$ cat config.mk
export PLATFORM = sky130hd
export DESIGN_NAME = decode_stage_param_flat
export DESIGN_NICKNAME = d
export VERILOG_FILES = /design/src/rtl/decode_stage_param_if.sv /design/src/rtl/decode_stage_param.sv /design/src/flat_wrapper.sv
export SDC_FILE = /design/constraint.sdc
export NUM_CORES = 2
export LEC_CHECK = 0
export ABC_AREA = 0
export CAP_MARGIN = 40
export CORE_AREA = 5 5 356 358
export CTS_BUF_LIST = sky130_fd_sc_hd__clkbuf_2
export DETAILED_ROUTE_END_ITERATION = 6
export DIE_AREA = 0 0 361 363
export PLACE_DENSITY_LB_ADDON = 0.12
export SLEW_MARGIN = 20
export SYNTH_ARGS = -nofsm -noshare
export SYNTH_HDL_FRONTEND = slang
export SYNTH_SLANG_ARGS = --single-unit
$ cat constraint.sdc
create_clock -name CLK -period 112.4 [get_ports CLK]
set_input_delay 22.48 -clock CLK [delete_from_list [all_inputs] [get_ports CLK]]
set_output_delay 22.48 -clock CLK [all_outputs]
set_load 0.02 [all_outputs]
$ cat src/rtl/decode_stage_param_if.sv
// Decode-stage bus: fetch/hazard/writeback inputs and decode outputs of the MiniMIPS D stage.
// The slave modport is the decode stage itself; master is the surrounding pipeline.
interface decode_stage_param_if #(
  parameter int DATA_WIDTH = 32
);
  logic [31:0]           InstrF;
  logic [DATA_WIDTH-1:0] PCPlus4F;
  logic                  StallD;
  logic                  FlushD;
  logic                  RegWriteW;
  logic [4:0]            WriteRegW;
  logic [DATA_WIDTH-1:0] ResultW;
  logic [DATA_WIDTH-1:0] ALUOutM;
  logic [1:0]            ForwardAD;
  logic [1:0]            ForwardBD;

  logic [31:0]           InstrD;
  logic [DATA_WIDTH-1:0] PCPlus4D;
  logic                  ValidD;
  logic [4:0]            RsD;
  logic [4:0]            RtD;
  logic [4:0]            RdD;
  logic [DATA_WIDTH-1:0] RD1_D;
  logic [DATA_WIDTH-1:0] RD2_D;
  logic [DATA_WIDTH-1:0] ImmD;
  logic [DATA_WIDTH-1:0] PCBranchD;
  logic [DATA_WIDTH-1:0] PCJumpD;
  logic                  EqualD;
  logic                  BranchTakenD;

  modport master (
    output InstrF, PCPlus4F, StallD, FlushD, RegWriteW, WriteRegW, ResultW,
           ALUOutM, ForwardAD, ForwardBD,
    input  InstrD, PCPlus4D, ValidD, RsD, RtD, RdD, RD1_D, RD2_D, ImmD,
           PCBranchD, PCJumpD, EqualD, BranchTakenD
  );

  modport slave (
    input  InstrF, PCPlus4F, StallD, FlushD, RegWriteW, WriteRegW, ResultW,
           ALUOutM, ForwardAD, ForwardBD,
    output InstrD, PCPlus4D, ValidD, RsD, RtD, RdD, RD1_D, RD2_D, ImmD,
           PCBranchD, PCJumpD, EqualD, BranchTakenD
  );
endinterface

$ cat src/rtl/decode_stage_param.sv
// MiniMIPS decode stage: IF/ID register, resettable register file, operand forwarding,
// immediate extension and BEQ/BNE resolution in D.
module decode_stage_param #(
  parameter int          DATA_WIDTH   = 32,
  parameter bit          ZERO_REG     = 1'b1,
  parameter bit          WRITE_BYPASS = 1'b1,
  parameter logic [31:0] NOP_INSTR    = 32'h0000_0000
) (
  input logic                 CLK,
  input logic                 RST,
  decode_stage_param_if.slave bus
);

  localparam int          EXT_W   = DATA_WIDTH - 16;
  localparam logic [5:0]  OP_BEQ  = 6'h04;
  localparam logic [5:0]  OP_BNE  = 6'h05;
  localparam logic [5:0]  OP_ANDI = 6'h0C;
  localparam logic [5:0]  OP_ORI  = 6'h0D;
  localparam logic [5:0]  OP_XORI = 6'h0E;

  logic [31:0]           instr_d;
  logic [DATA_WIDTH-1:0] pcplus4_d;
  logic                  valid_d;
  logic [DATA_WIDTH-1:0] rf [32];
  logic [4:0]            rs, rt;
  logic [5:0]            op;
  logic [DATA_WIDTH-1:0] rf_rs, rf_rt;
  logic [DATA_WIDTH-1:0] rd1, rd2;
  logic [DATA_WIDTH-1:0] simm, imm;
  logic                  equal;

  always_ff @(posedge CLK or posedge RST) begin
    if (RST) begin
      instr_d   <= NOP_INSTR;
      pcplus4_d <= '0;
      valid_d   <= 1'b0;
    end else if (bus.FlushD) begin
      instr_d   <= NOP_INSTR;
      pcplus4_d <= '0;
      valid_d   <= 1'b0;
    end else if (!bus.StallD) begin
      instr_d   <= bus.InstrF;
      pcplus4_d <= bus.PCPlus4F;
      valid_d   <= 1'b1;
    end
  end

  // Entry 0 is never written when ZERO_REG is set, so it stays at its reset value of 0.
  always_ff @(posedge CLK or posedge RST) begin
    if (RST) begin
      for (int i = 0; i < 32; i++) rf[i] <= '0;
    end else if (bus.RegWriteW && !(ZERO_REG && bus.WriteRegW == 5'd0)) begin
      rf[bus.WriteRegW] <= bus.ResultW;
    end
  end

  assign op = instr_d[31:26];
  assign rs = instr_d[25:21];
  assign rt = instr_d[20:16];

  // Zero-register override is applied last so it also masks the write bypass.
  always_comb begin
    rf_rs = rf[rs];
    if (WRITE_BYPASS && bus.RegWriteW && bus.WriteRegW == rs) rf_rs = bus.ResultW;
    if (ZERO_REG && rs == 5'd0) rf_rs = '0;
  end

  always_comb begin
    rf_rt = rf[rt];
    if (WRITE_BYPASS && bus.RegWriteW && bus.WriteRegW == rt) rf_rt = bus.ResultW;
    if (ZERO_REG && rt == 5'd0) rf_rt = '0;
  end

  always_comb begin
    rd1 = rf_rs;
    case (bus.ForwardAD)
      2'b01:   rd1 = bus.ALUOutM;
      2'b10:   rd1 = bus.ResultW;
      default: rd1 = rf_rs;
    endcase
  end

  always_comb begin
    rd2 = rf_rt;
    case (bus.ForwardBD)
      2'b01:   rd2 = bus.ALUOutM;
      2'b10:   rd2 = bus.ResultW;
      default: rd2 = rf_rt;
    endcase
  end

  assign simm  = {{EXT_W{instr_d[15]}}, instr_d[15:0]};
  assign imm   = (op == OP_ANDI || op == OP_ORI || op == OP_XORI)
                 ? {{EXT_W{1'b0}}, instr_d[15:0]} : simm;
  assign equal = (rd1 == rd2);

  assign bus.InstrD       = instr_d;
  assign bus.PCPlus4D     = pcplus4_d;
  assign bus.ValidD       = valid_d;
  assign bus.RsD          = rs;
  assign bus.RtD          = rt;
  assign bus.RdD          = instr_d[15:11];
  assign bus.RD1_D        = rd1;
  assign bus.RD2_D        = rd2;
  assign bus.ImmD         = imm;
  assign bus.PCBranchD    = pcplus4_d + (simm << 2);
  assign bus.PCJumpD      = {pcplus4_d[DATA_WIDTH-1:28], instr_d[25:0], 2'b00};
  assign bus.EqualD       = equal;
  assign bus.BranchTakenD = valid_d & (((op == OP_BEQ) & equal) | ((op == OP_BNE) & ~equal));

endmodule

$ cat src/flat_wrapper.sv
// flat-port wrapper written by rule: the top's interface ports become plain ports
module decode_stage_param_flat 
#(
  parameter int          DATA_WIDTH   = 32,
  parameter bit          ZERO_REG     = 1'b1,
  parameter bit          WRITE_BYPASS = 1'b1,
  parameter logic [31:0] NOP_INSTR    = 32'h0000_0000
)
  (CLK, RST, bus_InstrF, bus_PCPlus4F, bus_StallD, bus_FlushD, bus_RegWriteW, bus_WriteRegW, bus_ResultW, bus_ALUOutM, bus_ForwardAD, bus_ForwardBD, bus_InstrD, bus_PCPlus4D, bus_ValidD, bus_RsD, bus_RtD, bus_RdD, bus_RD1_D, bus_RD2_D, bus_ImmD, bus_PCBranchD, bus_PCJumpD, bus_EqualD, bus_BranchTakenD);
  decode_stage_param_if #(.DATA_WIDTH(DATA_WIDTH)) bus_i ();
  input logic CLK;
  input logic RST;
  input wire logic [$bits(bus_i.InstrF)-1:0] bus_InstrF;
  input wire logic [$bits(bus_i.PCPlus4F)-1:0] bus_PCPlus4F;
  input wire logic [$bits(bus_i.StallD)-1:0] bus_StallD;
  input wire logic [$bits(bus_i.FlushD)-1:0] bus_FlushD;
  input wire logic [$bits(bus_i.RegWriteW)-1:0] bus_RegWriteW;
  input wire logic [$bits(bus_i.WriteRegW)-1:0] bus_WriteRegW;
  input wire logic [$bits(bus_i.ResultW)-1:0] bus_ResultW;
  input wire logic [$bits(bus_i.ALUOutM)-1:0] bus_ALUOutM;
  input wire logic [$bits(bus_i.ForwardAD)-1:0] bus_ForwardAD;
  input wire logic [$bits(bus_i.ForwardBD)-1:0] bus_ForwardBD;
  output wire logic [$bits(bus_i.InstrD)-1:0] bus_InstrD;
  output wire logic [$bits(bus_i.PCPlus4D)-1:0] bus_PCPlus4D;
  output wire logic [$bits(bus_i.ValidD)-1:0] bus_ValidD;
  output wire logic [$bits(bus_i.RsD)-1:0] bus_RsD;
  output wire logic [$bits(bus_i.RtD)-1:0] bus_RtD;
  output wire logic [$bits(bus_i.RdD)-1:0] bus_RdD;
  output wire logic [$bits(bus_i.RD1_D)-1:0] bus_RD1_D;
  output wire logic [$bits(bus_i.RD2_D)-1:0] bus_RD2_D;
  output wire logic [$bits(bus_i.ImmD)-1:0] bus_ImmD;
  output wire logic [$bits(bus_i.PCBranchD)-1:0] bus_PCBranchD;
  output wire logic [$bits(bus_i.PCJumpD)-1:0] bus_PCJumpD;
  output wire logic [$bits(bus_i.EqualD)-1:0] bus_EqualD;
  output wire logic [$bits(bus_i.BranchTakenD)-1:0] bus_BranchTakenD;
  assign bus_i.InstrF = bus_InstrF;
  assign bus_i.PCPlus4F = bus_PCPlus4F;
  assign bus_i.StallD = bus_StallD;
  assign bus_i.FlushD = bus_FlushD;
  assign bus_i.RegWriteW = bus_RegWriteW;
  assign bus_i.WriteRegW = bus_WriteRegW;
  assign bus_i.ResultW = bus_ResultW;
  assign bus_i.ALUOutM = bus_ALUOutM;
  assign bus_i.ForwardAD = bus_ForwardAD;
  assign bus_i.ForwardBD = bus_ForwardBD;
  assign bus_InstrD = bus_i.InstrD;
  assign bus_PCPlus4D = bus_i.PCPlus4D;
  assign bus_ValidD = bus_i.ValidD;
  assign bus_RsD = bus_i.RsD;
  assign bus_RtD = bus_i.RtD;
  assign bus_RdD = bus_i.RdD;
  assign bus_RD1_D = bus_i.RD1_D;
  assign bus_RD2_D = bus_i.RD2_D;
  assign bus_ImmD = bus_i.ImmD;
  assign bus_PCBranchD = bus_i.PCBranchD;
  assign bus_PCJumpD = bus_i.PCJumpD;
  assign bus_EqualD = bus_i.EqualD;
  assign bus_BranchTakenD = bus_i.BranchTakenD;
  decode_stage_param #(.DATA_WIDTH(DATA_WIDTH), .ZERO_REG(ZERO_REG), .WRITE_BYPASS(WRITE_BYPASS), .NOP_INSTR(NOP_INSTR)) u_core (.CLK(CLK), .RST(RST), .bus(bus_i));
endmodule
==> flow_summary_export.csv <==
group,metric,value,unit
clock_network,root_buffer,"clkbuf_2",
timing,skew,0,ns
place,dp_cells,6056,
worst_hold_path,min_from,"u_core.rf[1011]",
timing,worst_slack,61.87,ns
worst_setup_path,arrival,28.05,ns
pwr,p_comb_share,25.7,%
place,place_area,66300,µm²
run_status,status,"complete, but fails checks",
clock_network,cts_resized,0,
timing,timing.final.crit_period,50.53,ns
pwr,powerDensity,15.6,nW/µm²
yosys,synthDistinctLibCells,90,
clock_network,post_cts_buffers,0,
die,chipWidth,361,µm
layout,final_common_cell,"dfrtp_1",
route,drt-total-wl,223,mm
worst_setup_path,critical_path_class,"in2out",
worst_setup_path,endpoint,"bus_BranchTakenD",
worst_setup_path,slowest_delay,0.77,ns
die,placeableCoreArea,123000,µm²
clock_network,clockBufferDepth,4,
global_routing,grt.total_usage,33.8,%
pwr,power,1.07,mW
yosys,avgSynthCellArea,13.9,µm²
pwr,leakage,29.8,nW
route,routed_via_density,6.59,
clock_network,cts_tree,"built",
yosys,synth-edff-count,0,
worst_setup_path,slowest_stage,"ha_1",
place,io_buffers,381,
worst_setup_path,end_kind,"primary output",
pwr,irDropWorstVdd,0.00000936,V
yosys,syn_inst,4396,
pwr,switching_power,355,µW
yosys,syn_area,61000,µm²
clock_network,cts_sinks,1089,
clock_network,clk_pin_slew,0.08,ns
global_routing,antenna_found_initial,7,
layout,syn_to_final_growth,13.1,%
timing,holdWs,0.401,ns
worst_setup_path,ff2ff_setup_slack,110.45,ns
layout,mostFrequentLayoutCells,"dfrtp_1 (1081), mux2_2 (996), mux4_2 (483)",
place,hpwl,145,mm
worst_setup_path,crit_required,89.92,ns
place,dp_slack,62.06,ns
timing,slew_headroom,16.0,%
pwr,intPower,720,µW
route,post_drt_wl_per_cell,33.9,µm
route,ant_nets,0,
global_routing,grt_pass1_vias,43800,
clock_network,h-tree-depth,5,
global_routing,grt_start_max_net_pins,115,
worst_setup_path,cp_max_fo,17,
timing,drv_slew,0,
layout,nets,4919,
yosys,yosys_register_bits,1089,
layout,final_area,69000,µm²
route,drc,4,
run_status,violations,"DRC",
worst_hold_path,min_path_type,"reg2reg",
clock_network,clk_latency,1.71,ns
place,routabilityCongestion,0.984,
worst_setup_path,start_kind,"input port",
global_routing,grt_pass1_wl,321,mm
yosys,seq_area_frac_synth,44.7,%
timing,worst_pin_slew,1.26,ns
layout,drive_gt1_share,44.4,%
timing,setup-violations-final,0,
timing,timing.fmax,19.8,MHz
layout,instances_no_fill,6589,
timing,rsz0062_at_grt,"false",
timing,setup_tns,0,ns
pwr,swShare,33.0,%
route,vias,43400,
die,io-pin-count,384,
timing,fin_crit_sh,45.0,%
worst_setup_path,rr_worst_depth,3,
clock_network,cts_hold_buffers,0,
die,start_util,49.6,%
worst_setup_path,r2r_end,"u_core.bus.InstrD[18]",
worst_setup_path,r2r-start,"u_core.bus.InstrD[18]",
die,rows,129,
die,die_h,363,µm
clock_network,numCtsBuffers,313,
worst_setup_path,path_cells,"clkdlybuf4s50_1, inv_1, ha_1, inv_1, a21o_2, a211oi_4, buf_8, o21ai_0, nand3_1, xor2_1, nand4_1, nor4_1, and3_4, mux2i_1, clkdlybuf4s50_1",
yosys,synthFlopType,"dfrtp_1",
route,drtPass1Iterations,7,
worst_setup_path,cp-startpoint,"bus_ForwardAD[0]",
global_routing,grt_overflow,0,
route,drtIter0Drc,4652,
pwr,seqPwrFrac,48.1,%
layout,final_util,56.1,%
pwr,clockPowerShare,26.1,%
yosys,ys_warn_count,0,
die,die-area,131000,µm²
job,drv_cap,0,
yosys,synthArstFlopShare,100,%
timing,hold_violations,0,
power by group through the flow:
| stage | clock, mW | combinational, mW | sequential, mW |
|---|---|---|---|
| 6_report | 0.281 | 0.276 | 0.517 |
| 5_1_grt | 0.310 | 0.293 | 0.525 |
| 4_1_cts | 0.289 | 0.274 | 0.515 |
| 3_5_place_dp | 0 | 0.273 | 0.522 |
| 3_3_place_gp | 0 | 0.266 | 0.519 |
| 2_1_floorplan | 0 | 0.196 | 0.506 |
Yosys cell counts, types with 33 or more instances:
| library cell | instances | area, µm² |
|---|---|---|
| nand3_1 | 68 | 340 |
| inv_1 | 34 | 128 |
| o21ai_0 | 65 | 325 |
| ha_1 | 33 | 413 |
| buf_4 | 113 | 848 |
| a21oi_1 | 88 | 440 |
| clkbuf_1 | 257 | 965 |
| buf_1 | 66 | 248 |
| a22oi_1 | 127 | 953 |
| mux4_2 | 483 | 10900 |
| nor2_1 | 131 | 492 |
| xnor2_1 | 46 | 403 |
| mux2i_1 | 193 | 1930 |
| buf_2 | 57 | 285 |
| nand2_1 | 186 | 698 |
| mux2_2 | 996 | 11200 |
| dfrtp_1 | 1089 | 27300 |
kinds of logic after synthesis:
kind of cell,count (synthesis),synth area share (%)
DFF,1089,44.7
adders and majority gates,34,0.710
AOI/OAI and AO/OA,444,5.00
other,1,0.00615
muxes,1687,40.0
and+or+nand+nor,512,3.91
buffers and inverters,564,4.74
xor gates and xnor gates,65,0.946
sequential cells by signal (all words and copies together) (netlist names):
signal / flops
u_core.bus.InstrD: 32
u_core.bus.ValidD: 1
u_core.rf: 1024
u_core.bus.PCPlus4D: 32
area by class of cell:
| type | count | area, µm² |
|---|---|---|
| Fill cell | 10400 | 54000 |
| Multi-Input combinational cell | 2744 | 31100 |
| Sequential cell | 1089 | 27300 |
| Timing Repair Buffer | 558 | 5830 |
| Clock buffer | 444 | 2220 |
| Tap cell | 1637 | 2050 |
| Clock inverter | 72 | 300 |
| Inverter | 37 | 148 |
| Antenna cell | 8 | 20.0 |
worst max-delay path, delay by kind of cell:
| kind | cells | cell delay, ns |
|---|---|---|
| AO/OA/AOI/OAI | 3 | 0.94 |
| XOR/XNOR | 1 | 0.34 |
| adder cells (fa/ha/maj) | 1 | 0.77 |
| buffers and inverters | 5 | 1.85 |
| multiplexers | 1 | 0.20 |
| AND/OR/NAND/NOR | 4 | 1.42 |
metal layers:
metal	global-route usage [%]	up-vias	wire length, µm
met5	0	-	0
met4	13.8	0	9820
met3	11.1	466	24400
met2	49.5	2354	98300
met1	46.9	23100	90500
li1	-	17500	-
worst min-delay path by stage:
stage | depth (start not counted) | to | slack [ns]
final | 0 | u_core.rf[1011] | 0.40
after floorplan | 1 | u_core.rf[995] | 0.44
after global placement | 0 | u_core.rf[1003] | 0.38
after global routing | 0 | u_core.rf[1014] | 0.42
after detailed placement | 0 | u_core.rf[1011] | 0.38
after CTS | 0 | u_core.rf[1011] | 0.40
(Power assumes the default switching activity.)
